**src/rtl/imm_alu_sequencer.sv**
```systemverilog
// rtl/imm_alu_sequencer.sv - hardwired fetch/execute control unit for the immediate-ALU instruction class
module imm_alu_sequencer #(
    parameter int                OP_W        = 5,
    parameter logic [OP_W-1:0]   OP_ADDI     = 5'b01100,
    parameter logic [OP_W-1:0]   OP_ANDI     = 5'b01101,
    parameter logic [OP_W-1:0]   OP_ORI      = 5'b01110,
    parameter logic [OP_W-1:0]   OP_HALT     = 5'b11011,
    parameter logic [OP_W-1:0]   ALU_ADD     = 5'b00011,
    parameter logic [OP_W-1:0]   ALU_AND     = 5'b00101,
    parameter logic [OP_W-1:0]   ALU_OR      = 5'b00110,
    parameter int                MEM_TIMEOUT = 8,
    parameter int                COUNT_W     = 16
) (
    input  logic               Clock,
    input  logic               Clear,
    input  logic               Run,
    input  logic               Mem_ready,
    input  logic [OP_W-1:0]    IR_opcode,
    output logic               PCout,
    output logic               MARin,
    output logic               IncPC,
    output logic               PCin,
    output logic               Read,
    output logic               MDRin,
    output logic               MDRout,
    output logic               IRin,
    output logic               Yin,
    output logic               Zin,
    output logic               Zlowout,
    output logic               Cout,
    output logic               GRA,
    output logic               GRB,
    output logic               Rin,
    output logic               Rout,
    output logic [OP_W-1:0]    operation,
    output logic               Done,
    output logic               Halted,
    output logic [1:0]         Fault,
    output logic [COUNT_W-1:0] Instr_count,
    output logic [3:0]         State_out
);
    localparam int WAIT_W = $clog2(MEM_TIMEOUT + 2);

    typedef enum logic [3:0] {
        S_IDLE  = 4'd0,
        S_T0    = 4'd1,
        S_T1    = 4'd2,
        S_T2    = 4'd3,
        S_T3    = 4'd4,
        S_T4    = 4'd5,
        S_T5    = 4'd6,
        S_HALT  = 4'd7,
        S_FAULT = 4'd8
    } state_t;

    state_t              r_state;
    state_t              w_next;
    logic [WAIT_W-1:0]   r_wait;
    logic [WAIT_W-1:0]   w_wait_inc;
    logic [OP_W-1:0]     r_opcode;
    logic [1:0]          r_fault;
    logic [COUNT_W-1:0]  r_count;
    logic                w_alu_op;
    logic                w_timeout;

    assign w_alu_op   = (IR_opcode == OP_ADDI) || (IR_opcode == OP_ANDI) || (IR_opcode == OP_ORI);
    assign w_wait_inc = r_wait + 1'b1;
    // Ready in the same cycle as the last allowed wait still proceeds to T2.
    assign w_timeout  = (MEM_TIMEOUT != 0) && !Mem_ready && (w_wait_inc == WAIT_W'(MEM_TIMEOUT));

    always_ff @(posedge Clock or posedge Clear) begin
        if (Clear) begin
            r_state  <= S_IDLE;
            r_wait   <= '0;
            r_opcode <= '0;
            r_fault  <= 2'b00;
            r_count  <= '0;
        end else begin
            r_state <= w_next;
            if (r_state == S_T1 && !Mem_ready && !w_timeout) begin
                if (r_wait != '1) begin
                    r_wait <= w_wait_inc;
                end
            end else begin
                r_wait <= '0;
            end
            if (r_state == S_T3) begin
                r_opcode <= IR_opcode;
            end
            if (r_state == S_T1 && w_timeout) begin
                r_fault[0] <= 1'b1;
            end
            if (r_state == S_T3 && !w_alu_op && IR_opcode != OP_HALT) begin
                r_fault[1] <= 1'b1;
            end
            if (r_state == S_T5) begin
                r_count <= r_count + 1'b1;
            end
        end
    end

    always_comb begin
        w_next = r_state;
        case (r_state)
            S_IDLE:  if (Run) w_next = S_T0;
            S_T0:    w_next = S_T1;
            S_T1: begin
                if (Mem_ready)      w_next = S_T2;
                else if (w_timeout) w_next = S_FAULT;
            end
            S_T2:    w_next = S_T3;
            S_T3: begin
                if (w_alu_op)                  w_next = S_T4;
                else if (IR_opcode == OP_HALT) w_next = S_HALT;
                else                           w_next = S_FAULT;
            end
            S_T4:    w_next = S_T5;
            S_T5:    w_next = Run ? S_T0 : S_IDLE;
            S_HALT:  w_next = S_HALT;
            S_FAULT: w_next = S_FAULT;
            default: w_next = S_IDLE;
        endcase
    end

    always_comb begin
        PCout     = 1'b0;
        MARin     = 1'b0;
        IncPC     = 1'b0;
        PCin      = 1'b0;
        Read      = 1'b0;
        MDRin     = 1'b0;
        MDRout    = 1'b0;
        IRin      = 1'b0;
        Yin       = 1'b0;
        Zin       = 1'b0;
        Zlowout   = 1'b0;
        Cout      = 1'b0;
        GRA       = 1'b0;
        GRB       = 1'b0;
        Rin       = 1'b0;
        Rout      = 1'b0;
        operation = '0;
        Done      = 1'b0;
        case (r_state)
            S_T0: begin
                PCout = 1'b1;
                MARin = 1'b1;
                IncPC = 1'b1;
                Zin   = 1'b1;
            end
            S_T1: begin
                Zlowout = 1'b1;
                PCin    = (r_wait == '0);
                Read    = 1'b1;
                MDRin   = 1'b1;
            end
            S_T2: begin
                MDRout = 1'b1;
                IRin   = 1'b1;
            end
            S_T3: begin
                GRB  = w_alu_op;
                Rout = w_alu_op;
                Yin  = w_alu_op;
            end
            S_T4: begin
                Cout = 1'b1;
                Zin  = 1'b1;
                if (r_opcode == OP_ADDI)      operation = ALU_ADD;
                else if (r_opcode == OP_ANDI) operation = ALU_AND;
                else if (r_opcode == OP_ORI)  operation = ALU_OR;
            end
            S_T5: begin
                Zlowout = 1'b1;
                GRA     = 1'b1;
                Rin     = 1'b1;
                Done    = 1'b1;
            end
            default: ;
        endcase
    end

    assign Halted      = (r_state == S_HALT);
    assign Fault       = r_fault;
    assign Instr_count = r_count;
    assign State_out   = r_state;
endmodule

```
**config.mk**
```make
export PLATFORM = sky130hd
export DESIGN_NAME = imm_alu_sequencer
export DESIGN_NICKNAME = d
export VERILOG_FILES = /design/src/rtl/imm_alu_sequencer.sv
export SDC_FILE = /design/constraint.sdc
export NUM_CORES = 1
export LEC_CHECK = 0
export CAP_MARGIN = 25
export CORE_MARGIN = 4
export CORE_UTILIZATION = 46
export CTS_CLUSTER_DIAMETER = 200
export DETAILED_ROUTE_END_ITERATION = 10
export PLACE_DENSITY = 0.86
export SLEW_MARGIN = 20
export SYNTH_ARGS = -nofsm -noshare
export SYNTH_HDL_FRONTEND = slang
export SYNTH_SLANG_ARGS = --single-unit
```
**constraint.sdc**
```tcl
create_clock -name Clock -period 2 [get_ports Clock]
set_clock_uncertainty 0.1 [all_clocks]
set_input_delay 0.4 -clock Clock [delete_from_list [all_inputs] [get_ports Clock]]
set_output_delay 0.4 -clock Clock [all_outputs]
set_load 0.02 [all_outputs]
```
Word-level counts from Yosys, hierarchy flattened
Index checks and enable logic that the tools add are counted.

Bits in registers: 31. Input bits: 9. Output and inout bits: 45. Word-level logic and storage cells: 67.

$add $sub $neg: 2. Eq/ne operators: 21. Mux-type cells: 22. Reduce and logical (&&, ||, !) cells: 16.

Operators by type and width (count): $pmux 4 s9 (1); $eq 5x4->1 const B (6); $mux 4 (7); $add 16x1->16 const B (1); $eq 4x3->1 const B (4); $mux 3 (4); $mux 1 (10); $eq 4x2->1 const B (2); $eq 4x4->1 const B (2); $logic_not 4->1 (2); $logic_and 1x1->1 (6); $eq 5x5->1 const B (1); $ne 5x5->1 const B (1); $add 4x1->4 const B (1); $eq 4x1->1 const B (1); $ne 4x4->1 const B (1); $reduce_or 2->1 (2); $logic_not 1->1 (3); $ne 3x3->1 const B (1); $logic_or 1x1->1 (2); $ne 2x1->1 const B (1); $ne 2x2->1 const B (1); $reduce_and 2->1 (1).

Longest topological paths before layout
Gate-level depths: netlist of run 1.

Depth in word-level cells: 6. Mapped depth: 6. Depth with buffers taken out: 5.

Worst setup path before layout of run 1
OpenSTA, ideal clock, no wires.

Path type: register to output. From: reg r_state[0], in the netlist State_out[0]. To: out operation[2]. Arrival: 1.897 ns. Required time: 1.500 ns. Slack: -0.397 ns. Stages on the path, launching flop included: 6. Path buffers: 1. Cells stage by stage: dfrtp_1 > buf_2 > nand2_1 > nor3_1 > nand4b_1 > nor2_1.

Longest elaborated chain between the ends: 2.

RTL lines: start: declaration (line 56) `state_t r_state;`; start signal: assignment (line 79) `r_state <= w_next;`; $eq 4x3->1 (line 144) `case (r_state)`; $mux 3 (line 144); end: declaration (line 35) `output logic [OP_W-1:0] operation,`.

No other way between the ends.

Final worst setup path of run 1
From: reg r_state[0], in the netlist State_out[0]. To: out PCin.

Longest elaborated chain between the ends: 2.

RTL lines: $eq 4x2->1 (line 144); $mux 1 (line 144); end: declaration (line 22) `output logic PCin,`.

No other way between the ends.

==> summary.md, run 1 <==
| Metric | Value |
|---|---|
| Outcome | complete, but fails checks |
| Min-Delay Path Class | flop to flop |
| Register area | approximately 780 sq um |
| RSZ-0062 raised after global routing | yes |
| Violated checks | negative setup slack |
| Main synth FF type | dfrtp_1 |
| First drt pass iteration count | 4 |
| Clk pin slew, worst setup/hold paths | 60 ps |
| Antenna diodes | 0 |
| Global-route wire length before repair | around 6600 microns |
| Initial DRC count | 64 |
| Die height | ~70 microns |
| Area growth, synth to finish | 50.9% |
| Routing usage on met2 | 25.6% |
| Final Hold Vio Count | 0 |
| All-layer global routing usage | 16.9% |
| CP Launch Type | flop |
| Vias in the first global route | about 1400 |
| Setup crit end kind | primary output |
| Top cell type's share of synthesized area | 44.6% |
| Grt met3 use | 4.78% |
| Commonest non-fill, non-tap cell in the layout | clkdlybuf4s50_1 |
| Commonest non-fill, non-tap cells in the layout | 28 x clkdlybuf4s50_1, 27 x dfrtp_1, 22 x buf_4, 18 x buf_6, 14 x xnor2_1 |
| Post-route minimum period | about 2200 ps |
| DRC Markers | 0 |
| CTS tree | done |
| Setup WS post-layout | -171 ps |
| Fmax | about 460 MHz |
| Layout cell share with drive strength beyond 1 | 35.3% |
| Vias per Instance | 5.09 |
| Finished Layout Cells | slightly below 300 |
| Post-route ant nets | 0 |
| Setup violators final | 9 |
| Multiplexer share of the synthesized area | about 3.8% |
| Area contributors post-synth | dfrtp_1 45%, xnor2_1 7.1%, buf_4 4.7%, mux2_2 3.2%, nor2_1 3.0% |
| Detail Placement HPWL | 2820 microns |
| Met1 Usage GRT | between 20% and 30% |
| Mapped Area | 0.00174 sq mm |
| Peak VDD IR | between 0.0009 and 0.001 V |
| Initial antenna violation count | 0 |
| Hold_buf cts | 0 |
| Post-synth EDFFs | 0 |
| Die area | between 0.004 and 0.005 sq mm |
| Starting Density | 47.5% |
| FP Rows | 22 |
| Multi-input gate area | 915 sq um |
| CP max FO | 2 |
| Required time of the critical path | roughly 1500 ps |
| Post-Syn Area per Cell | just over 10 sq um |
| Sequential cell area fraction in the yosys report | 44.6% |
| Via count | 1472 |
| GRT Max-Usage Layer | met2 |
| PwrDens | 1100 mW/mm^2 |
| Yosys reg bits | 31 |
| Die X | 69.5 microns |
| Leakage | 1.21 nW |
| Critical path arrival | 1670 ps |
| Setup total negative slack | -774 ps |
| Final WL | about 4000 microns |
| Root Buffer | clkbuf_8 |
| Synth warn | 0 |
| Fill cells | 262 |
| Post-Synth Simple-Gate Area | 24.7% |
| Drt wl/cell | around 14 microns |
| CTS buffer count | 5 |
| Total grt overflow | 0 |
| Max Slew Vio Count | 0 |
| Nets@finish | 253 |
| Largest area contributor in the netlist | dfrtp_1 |
| Final Util | 71.7% |
| Largest family of logic cells by synthesized area | simple AND/OR/NAND/NOR gates |
| Maximum number of pins on one net before global-route repair | 32 |
| Placed cell count | 273 |
| Sink Count | 31 |
| Max H-tree Level | 2 |
| Num ports | 54 |
| Core Box Area | ~0.0037 sq mm |
| Post-synthesis async set-or-reset flop share | between 90% and 100% |
| Final period utilization | 109% |
| Gpl congestion | 0.823 |
| Post-synthesis xor/xnor area fraction | 8.56% |
| Adder-Cell Fraction of Synth Area | 2.88% |
| Kind of critical path | flop to primary output |
| Clk_lat worst skew | 270 ps |
| IO buf count | 51 |
| Distinct cells, synth | 48 |
| Clock Path Buffers | 2 |
| Syn Inst Count | around 170 |
| Compound-Gate Fraction of Synth Area | under 10% |
| MaxCap Viol Count | 0 |
## cell type report
type / count / area share, %
multi-input cells: 116 / 34.8
repair buffers: 79 / 28.0
well taps: 48 / 2.29
inverters: 7 / 1.29
flip-flops and latches: 31 / 29.7
clock buffers: 8 / 3.81
## registers in the layout, indices dropped and copies added, names as in the netlist
name / cells
Instr_count: 16
r_opcode: 5
State_out: 4
r_wait: 4
Fault: 2
## power breakdown
part / leakage, nW / switching (mW) / internal (mW)
logic: 0.751 / 0.750 / 0.739
clock network: 0.0515 / 0.213 / 0.314
registers: 0.406 / 0.117 / 0.763
## through the flow
step / instance area [sq um] / total power, mW / setup WS (ps) / hold WS (ps)
floorplan: 1820 / 1.79 / -49.2 / 371
global placement: 2420 / 2.24 / -394 / 364
detailed placement: 2420 / 2.27 / -421 / 362
CTS: 2570 / 2.83 / -185 / 376
global route: 2630 / 3.06 / -227 / 385
finish: 2630 / 2.89 / -171 / 368
## final timing paths
path	slack, ps	end	cells past startpoint	startpoint
max in group asynchronous	1110	State_out[1]	3	Clear
hold / removal	370	Fault[0]	1	Fault[0]
setup reg to reg	40	State_out[3]	8	State_out[0]
hold reg to reg	370	Fault[0]	1	Fault[0]
min in group asynchronous	390	r_wait[2]	3	Clear
setup / recovery	-170	PCin	3	State_out[0]
## critical path, stage by stage, from the launching register on
cell and delay [ps]:
dfrtp_2 410, or4b_4 560, nor4b_4 250, buf_4 170
## kinds of logic (layout without fill, tap and decap cells)
kind of cell	after synthesis	count (layout)
adders and majority gates	4	4
AOI/OAI and AO/OA	16	16
and+or+nand+nor	71	71
xor gates and xnor gates	17	17
DFF	31	31
muxes	6	6
other	1	2
buffers and inverters	22	94
## timing repair
item,4_1_cts,5_1_grt
pin swaps,4,5
setup buffers,6,3
gates resized for setup,110,15
setup endpoints to repair,22,15
hold endpoints to repair,0,0
## per-layer routing
metal	part of all wire, %	up-vias
li1	-	721
met1	47	692
met2	46	54
met3	5.1	5
met4	1.3	0
met5	0	-
## synthesized netlist by cell type, types with 2 or more instances
master and number:
a21oi_1 3, a31oi_1 3, and3_1 2, and4_1 3, buf_4 11, clkbuf_1 2, dfrtp_1 31, ha_1 4
inv_1 6, mux2_2 5, nand2_1 11, nand2b_1 2, nand3_1 9, nand4_1 5, nand4bb_1 2, nor2_1 14
nor2b_1 2, nor3_1 6, or2_2 3, xnor2_1 14, xor2_1 3
No activity file was read; power rests on OpenSTA's default activity.
==> run 2, diff against run 1 <==
- GPL_ROUTABILITY_DRIVEN: default -> 0
- clock period: 2 -> 2.2 ns (I/O delays scaled with it)
==> run 2 against run 1 <==
  * The flow now finishes without violations
  * Power down 17%
  * Critical path depth stayed put
  * Via count fell by 2.2%
  * First-iteration DRC count decreased by 1.6%
  * Largest cell class unchanged
  * Cell count fell by 1.7%
  * Cell area is 7.2% lower
  * Utilization down 5.2 points
  * Sequential power is 12% lower
  * Worst setup slack improved by 210 ps
  * Hold slack gained 1.7 ps
  * Clock-buffer cell count is the same
  * Non-clock buffer count is 5 lower
==> summary.md, run 2 (same netlist as run 1, synthesis figures left out) <==
| Metric | Value |
|---|---|
| Outcome | finished clean (was complete, but fails checks) |
| Drt wl/cell | 12.9 microns (was 13.9 microns) |
| Register area | 776 sq um (was 781 sq um) |
| Die height | 69.5 microns (unchanged) |
| Min-Delay Path Class | flop to flop (unchanged) |
| Design area | 0.00243 sq mm (was 0.00263 sq mm) |
| Worst path max stage delay | 540 ps (was 560 ps) |
| Commonest non-fill, non-tap cell in the layout | dfrtp_1 (was clkdlybuf4s50_1) |
| Final Hold Vio Count | 0 (unchanged) |
| Clock Path Buffers | 2 (unchanged) |
| Final Util | 66.5% (was 71.7%) |
| Post-route minimum period | approximately 2200 ps |
| Power Internal | 1.53 mW (was 1.81 mW) |
| RSZ-0062 raised after global routing | yes (unchanged) |
| Placed cell count | 276 (was 273) |
| Clk_lat worst skew | 270 ps (about the same) |
| Maximum number of pins on one net before global-route repair | 32 (unchanged) |
| Fill cells | 298 (was 262) |
| Kind of critical path | flop to primary output (unchanged) |
| Max stage delay cell, worst path | or4b_4 (unchanged) |
| Die X | 69.5 microns (unchanged) |
| Setup crit end kind | primary output (unchanged) |
| Leakage | 1.16 nW (was 1.21 nW) |
| Worst path cell trace | or4b_4, nor4b_2, buf_2 (was or4b_4, nor4b_4, buf_4) |
| Sink Count | 31 (unchanged) |
| IO buf count | 51 (unchanged) |
| Antenna diodes | 0 (unchanged) |
| Vias in the first global route | 1430 (was 1444) |
| Max Slew Vio Count | 0 (unchanged) |
| Multi-input gate area | 856 sq um (was 915 sq um) |
| Fmax | approximately 460 MHz |
| Initial antenna violation count | 0 (unchanged) |
| Required time of the critical path | 1660 ps (was 1500 ps) |
| First drt pass iteration count | 5 (was 4) |
| Die area | 0.00483 sq mm (unchanged) |
| CTS tree | done (unchanged) |
| Post-DP Area | 0.00240 sq mm (was 0.00242 sq mm) |
| Starting Density | 47.5% (unchanged) |
| Setup violators final | 0 (was 9) |
| Core Box Area | 0.00366 sq mm (unchanged) |
| CP Launch Type | flop (unchanged) |
| Sw Ratio | 36.3% (was 37.3%) |
| Layout cell share with drive strength beyond 1 | 25.4% (was 35.3%) |
| Peak VDD IR | 0.000581 V (was 0.000949 V) |
| Min Hold Slack | 370 ps (was 368 ps) |
| Commonest non-fill, non-tap cells in the layout | 31 x dfrtp_1, 30 x clkdlybuf4s50_1, 22 x buf_4, 14 x xnor2_1, 14 x nor2_1 (was 28 x clkdlybuf4s50_1, 27 x dfrtp_1, 22 x buf_4, 18 x buf_6, 14 x xnor2_1) |
| Max reg flops | 16 (unchanged) |
| MaxCap Viol Count | 0 (unchanged) |
| PwrDens | 987 mW/mm^2 (was 1100 mW/mm^2) |
| Clk pin slew, worst setup/hold paths | 60 ps (about the same) |
| CP max FO | 4 (was 2) |
| Seq pwr share | 32.4% (was 30.4%) |
| Hold_buf cts | 0 (unchanged) |
| Final period utilization | 98.1% |
| Clock network power share | 19.6% (was 18.2%) |
| All-layer global routing usage | 16.2% (was 16.9%) |
| Post-route ant nets | 0 (unchanged) |
| CTS buffer count | 5 (unchanged) |
| Finished Layout Cells | 284 (was 289) |
| Detail Placement HPWL | 2880 microns (was 2820 microns) |
| Total grt overflow | 0 (unchanged) |
| Root Buffer | clkbuf_8 (unchanged) |
| Gate power share | 48.1% (was 51.4%) |
| Final WL | 3670 microns (was 4010 microns) |
| Critical path arrival | 1620 ps (was 1670 ps) |
| Num ports | 54 (unchanged) |
| Pre-CTS WS | -308 ps (was -421 ps) |
| Setup WS post-layout | 41.2 ps (was -171 ps) |
| Nets@finish | 248 (was 253) |
| Global-route wire length before repair | 6430 microns (was 6580 microns) |
| Initial DRC count | 63 (was 64) |
| Max H-tree Level | 2 (unchanged) |
| NetSw | 872 uW (was 1.08 mW) |
| DRC Markers | 0 (unchanged) |
| Vias per Instance | 5.07 (was 5.09) |
| Area growth, synth to finish | 40.0% (was 50.9%) |
| Via count | 1439 (was 1472) |
| FP Rows | 22 (unchanged) |
[run 2: cell count changes in the layout (fill, tap and decap cells not counted), moves of 2 or more]
| cell | delta |
|---|---|
| nor2_2 | -2 |
| nor2_4 | -2 |
| dfrtp_1 | +4 |
| clkdlybuf4s50_1 | +2 |
| nor2_1 | +4 |
| buf_6 | -17 |
| clkbuf_2 | +5 |
| dlygate4sd2_1 | +7 |
| dfrtp_2 | -4 |
[run 2: final cells by class]
| type | instances | area share [%] |
|---|---|---|
| clock buffer | 8 | 4.11 |
| timing repair buffer | 74 | 25.3 |
| tap | 48 | 2.47 |
| inverter | 7 | 1.13 |
| sequential | 31 | 31.9 |
| multi-input combinational | 116 | 35.1 |
[run 2: final timing paths]
check	start	endpoint	slack, ps	cells after the start
worst max-delay path	State_out[3]	PCin	40	3
worst min-delay path	Fault[0]	Fault[0]	370	1
worst max register to register	State_out[1]	Instr_count[13]	300	7
worst min register to register	Fault[0]	Fault[0]	370	1
max in group asynchronous	Clear	r_opcode[2]	1280	3
min in group asynchronous	Clear	Fault[0]	440	3
[run 2: metal layers]
layer  track usage (%)  vias to the layer above  share of wire [%]  wire length, microns
li1                  -                      712                  -                     -
met1              20.6                      681                 43                  1580
met2              27.0                       42                 51                  1880
met3              4.06                        4                5.0                   183
met4              5.21                        0               0.68                    25
met5                 0                        -                  0                     0
[run 2: metrics by stage]
step	setup TNS, ps	total power, mW
global route	-174	2.58
floorplan	-72.9	1.55
finish	0	2.40
detailed placement	-1280	2.03
CTS	-0.715	2.43
global placement	-993	1.99
[run 2: worst max-delay path: cells and delay by family (launching register included)]
family        cells  cell delay, ps
simple gates      2             750
flops             1             410
buf+inv           1             200
[run 2: repair_timing]
action | 4_1_cts | 5_1_grt
setup endpoints to repair | 21 | 13
pin swaps | 1 | 2
gates resized for setup | 41 | 16
buffers inserted | 0 | 0
[run 2: power groups by stage]
stage	Clock (mW)	Combinational, mW	Sequential, mW
final	0.470	1.16	0.778
after global routing	0.518	1.26	0.796
after CTS	0.486	1.17	0.777
after detailed placement	0	1.24	0.786
after global placement	0	1.21	0.779
after floorplan	0	0.674	0.877
==> run 3, diff against run 2 <==
- clock period: 2.2 -> 2.1 ns (I/O delays scaled with it)
==> run 3 against run 2 <==
  * The run now ends with negative setup slack left
  * Hold slack better by 3.9 ps
  * Cell area up 1.4%
  * Clock-buffer cell count stayed put
  * First-iteration DRC count is 60% higher
  * Utilization grew 0.92 points
  * Wire length rose by 2.7%
  * Sequential share of layout area fell by 0.44 points
  * Register-to-register slack lost 170 ps
  * Sequential power increased by 4.5%
  * Flip-flop and latch count unchanged
  * Critical path type unchanged
  * Critical endpoint unchanged
==> summary.md, run 3 (same netlist as run 1, synthesis figures left out) <==
| Metric | Value |
|---|---|
| Clk_lat worst skew | 280 ps (was 270 ps) |
| Antenna diodes | 0 (unchanged) |
| Global-route wire length before repair | 6380 microns (was 6430 microns) |
| Post-DP Area | 0.00240 sq mm (unchanged) |
| Outcome | complete, but fails checks (was finished clean) |
| Violated checks | negative setup slack |
| Final Util | 67.4% (was 66.5%) |
| Clk pin slew, worst setup/hold paths | 70 ps (was 60 ps) |
| Num ports | 54 (unchanged) |
| Clock Path Buffers | 2 (unchanged) |
| Starting Density | 47.5% (unchanged) |
| CP Launch Type | flop (unchanged) |
| Core Box Area | 0.00366 sq mm (unchanged) |
| Grt met3 use | 5.22% (was 4.06%) |
| Commonest non-fill, non-tap cell in the layout | dfrtp_1 (unchanged) |
| Final Hold Vio Count | 0 (unchanged) |
| Die area | 0.00483 sq mm (unchanged) |
| Hold Path Stages | 1 (unchanged) |
| Max reg flops | 16 (unchanged) |
| Die height | 69.5 microns (unchanged) |
| Sink Count | 31 (unchanged) |
| Fmax | 470 MHz |
| Min Hold Slack | 374 ps (was 370 ps) |
| Vias per Instance | 5.08 (was 5.07) |
| Setup WS post-layout | -28.9 ps (was 41.2 ps) |
| Initial DRC count | 101 (was 63) |
| Maximum number of pins on one net before global-route repair | 32 (unchanged) |
| PwrDens | 1050 mW/mm^2 (was 987 mW/mm^2) |
| Setup violators final | 1 (was 0) |
| Required time of the critical path | 1580 ps (was 1660 ps) |
| GRT Max-Usage Layer | met2 (unchanged) |
| Drt wl/cell | 13.4 microns (was 12.9 microns) |
| Nets@finish | 246 (was 248) |
| Design area | 0.00247 sq mm (was 0.00243 sq mm) |
| Post-route ant nets | 0 (unchanged) |
| Fill cells | 296 (was 298) |
| Max Slew Vio Count | 0 (unchanged) |
| Final WL | 3770 microns (was 3670 microns) |
| Root Buffer | clkbuf_8 (unchanged) |
| Vias in the first global route | 1421 (was 1430) |
| Max H-tree Level | 2 (unchanged) |
| IO buf count | 51 (unchanged) |
| Kind of critical path | flop to primary output (unchanged) |
| First drt pass iteration count | 4 (was 5) |
| CP max FO | 2 (was 4) |
| CTS buffer count | 5 (unchanged) |
| Total grt overflow | 0 (unchanged) |
| Leakage | 1.14 nW (was 1.16 nW) |
| Critical path arrival | 1610 ps (was 1620 ps) |
| Met1 Usage GRT | 19.8% (was 20.6%) |
| Setup total negative slack | -28.9 ps (was 0 ps) |
| Post-route minimum period | approximately 2100 ps |
| Die X | 69.5 microns (unchanged) |
| Setup crit end kind | primary output (unchanged) |
| Commonest non-fill, non-tap cells in the layout | 31 x dfrtp_1, 29 x clkdlybuf4s50_1, 27 x buf_4, 14 x xnor2_1, 13 x nor2_1 (was 31 x dfrtp_1, 30 x clkdlybuf4s50_1, 22 x buf_4, 14 x xnor2_1, 14 x nor2_1) |
| CTS tree | done (unchanged) |
| Initial antenna violation count | 0 (unchanged) |
| DRC Markers | 0 (unchanged) |
| Hold_buf cts | 0 (unchanged) |
| Peak VDD IR | 0.000858 V (was 0.000581 V) |
| Worst R2R Path Depth | 7 (unchanged) |
| RSZ-0062 raised after global routing | yes (unchanged) |
| Detail Placement HPWL | 2850 microns (was 2880 microns) |
| Area growth, synth to finish | 41.9% (was 40.0%) |
| Layout cell share with drive strength beyond 1 | 28.2% (was 25.4%) |
| Min-Delay Path Class | flop to flop (unchanged) |
| FP Rows | 22 (unchanged) |
| Via count | 1432 (was 1439) |
| Routing usage on met2 | 26.3% (was 27.0%) |
| All-layer global routing usage | 15.8% (was 16.2%) |
| Final period utilization | 101% |
| MaxCap Viol Count | 0 (unchanged) |
==> run 3: changes by cell type in the layout (fill, tap and decap cells not counted), moves of 3 or more <==
cell             change
dlygate4sd2_1        -6
buf_4                +5
buf_2                -6
clkdlybuf4s15_1      +3
clkdlybuf4s15_2      +3
==> run 3: repair_timing <==
action	4_1_cts	5_1_grt
pin swaps	2	3
setup endpoints to repair	22	20
gates resized for setup	58	22
buffers inserted	0	1
==> run 3: through the flow <==
stage	std cells	total power [mW]	setup WS, ps
global route	282	2.77	-104
detailed placement	273	2.16	-361
global placement	273	2.13	-342
floorplan	169	1.65	-56.8
finish	282	2.60	-28.9
CTS	281	2.60	-33.0
==> run 3: metal layers <==
| layer | share of wire (%) | wire (microns) |
|---|---|---|
| met1 | 45 | 1700 |
| met2 | 49 | 1840 |
| met3 | 5.6 | 213 |
| met4 | 0.53 | 20 |
| met5 | 0 | 0 |
==> run 3: final cells by class <==
type / count / area (sq um) / area share, %
Clock buffer: 8 / 100 / 4.05
Sequential cell: 31 / 776 / 31.4
Inverter: 7 / 27.5 / 1.12
Tap cell: 48 / 60.1 / 2.43
Timing Repair Buffer: 72 / 627 / 25.4
Multi-Input combinational cell: 116 / 878 / 35.6
==> run 3: power by group <==
group	total (mW)	switching (mW)	internal, mW
Combinational	1.28	0.657	0.628
Clock	0.504	0.205	0.299
Sequential	0.813	0.0928	0.720
==> run 3: path summary, 6_finish.rpt <==
check | startpoint | to | slack (ps)
worst max-delay path | State_out[3] | PCin | -30
worst min-delay path | Fault[0] | Fault[0] | 370
worst max register to register | State_out[1] | Instr_count[15] | 130
worst min register to register | Fault[0] | Fault[0] | 370
max in group asynchronous | Clear | State_out[2] | 1200
min in group asynchronous | Clear | r_wait[0] | 410
==> run 3: worst max-delay path, stage by stage (launching register included) <==
cell	delay (ps)
dfrtp_1	380
or4b_4	560
nor4b_4	220
buf_4	170
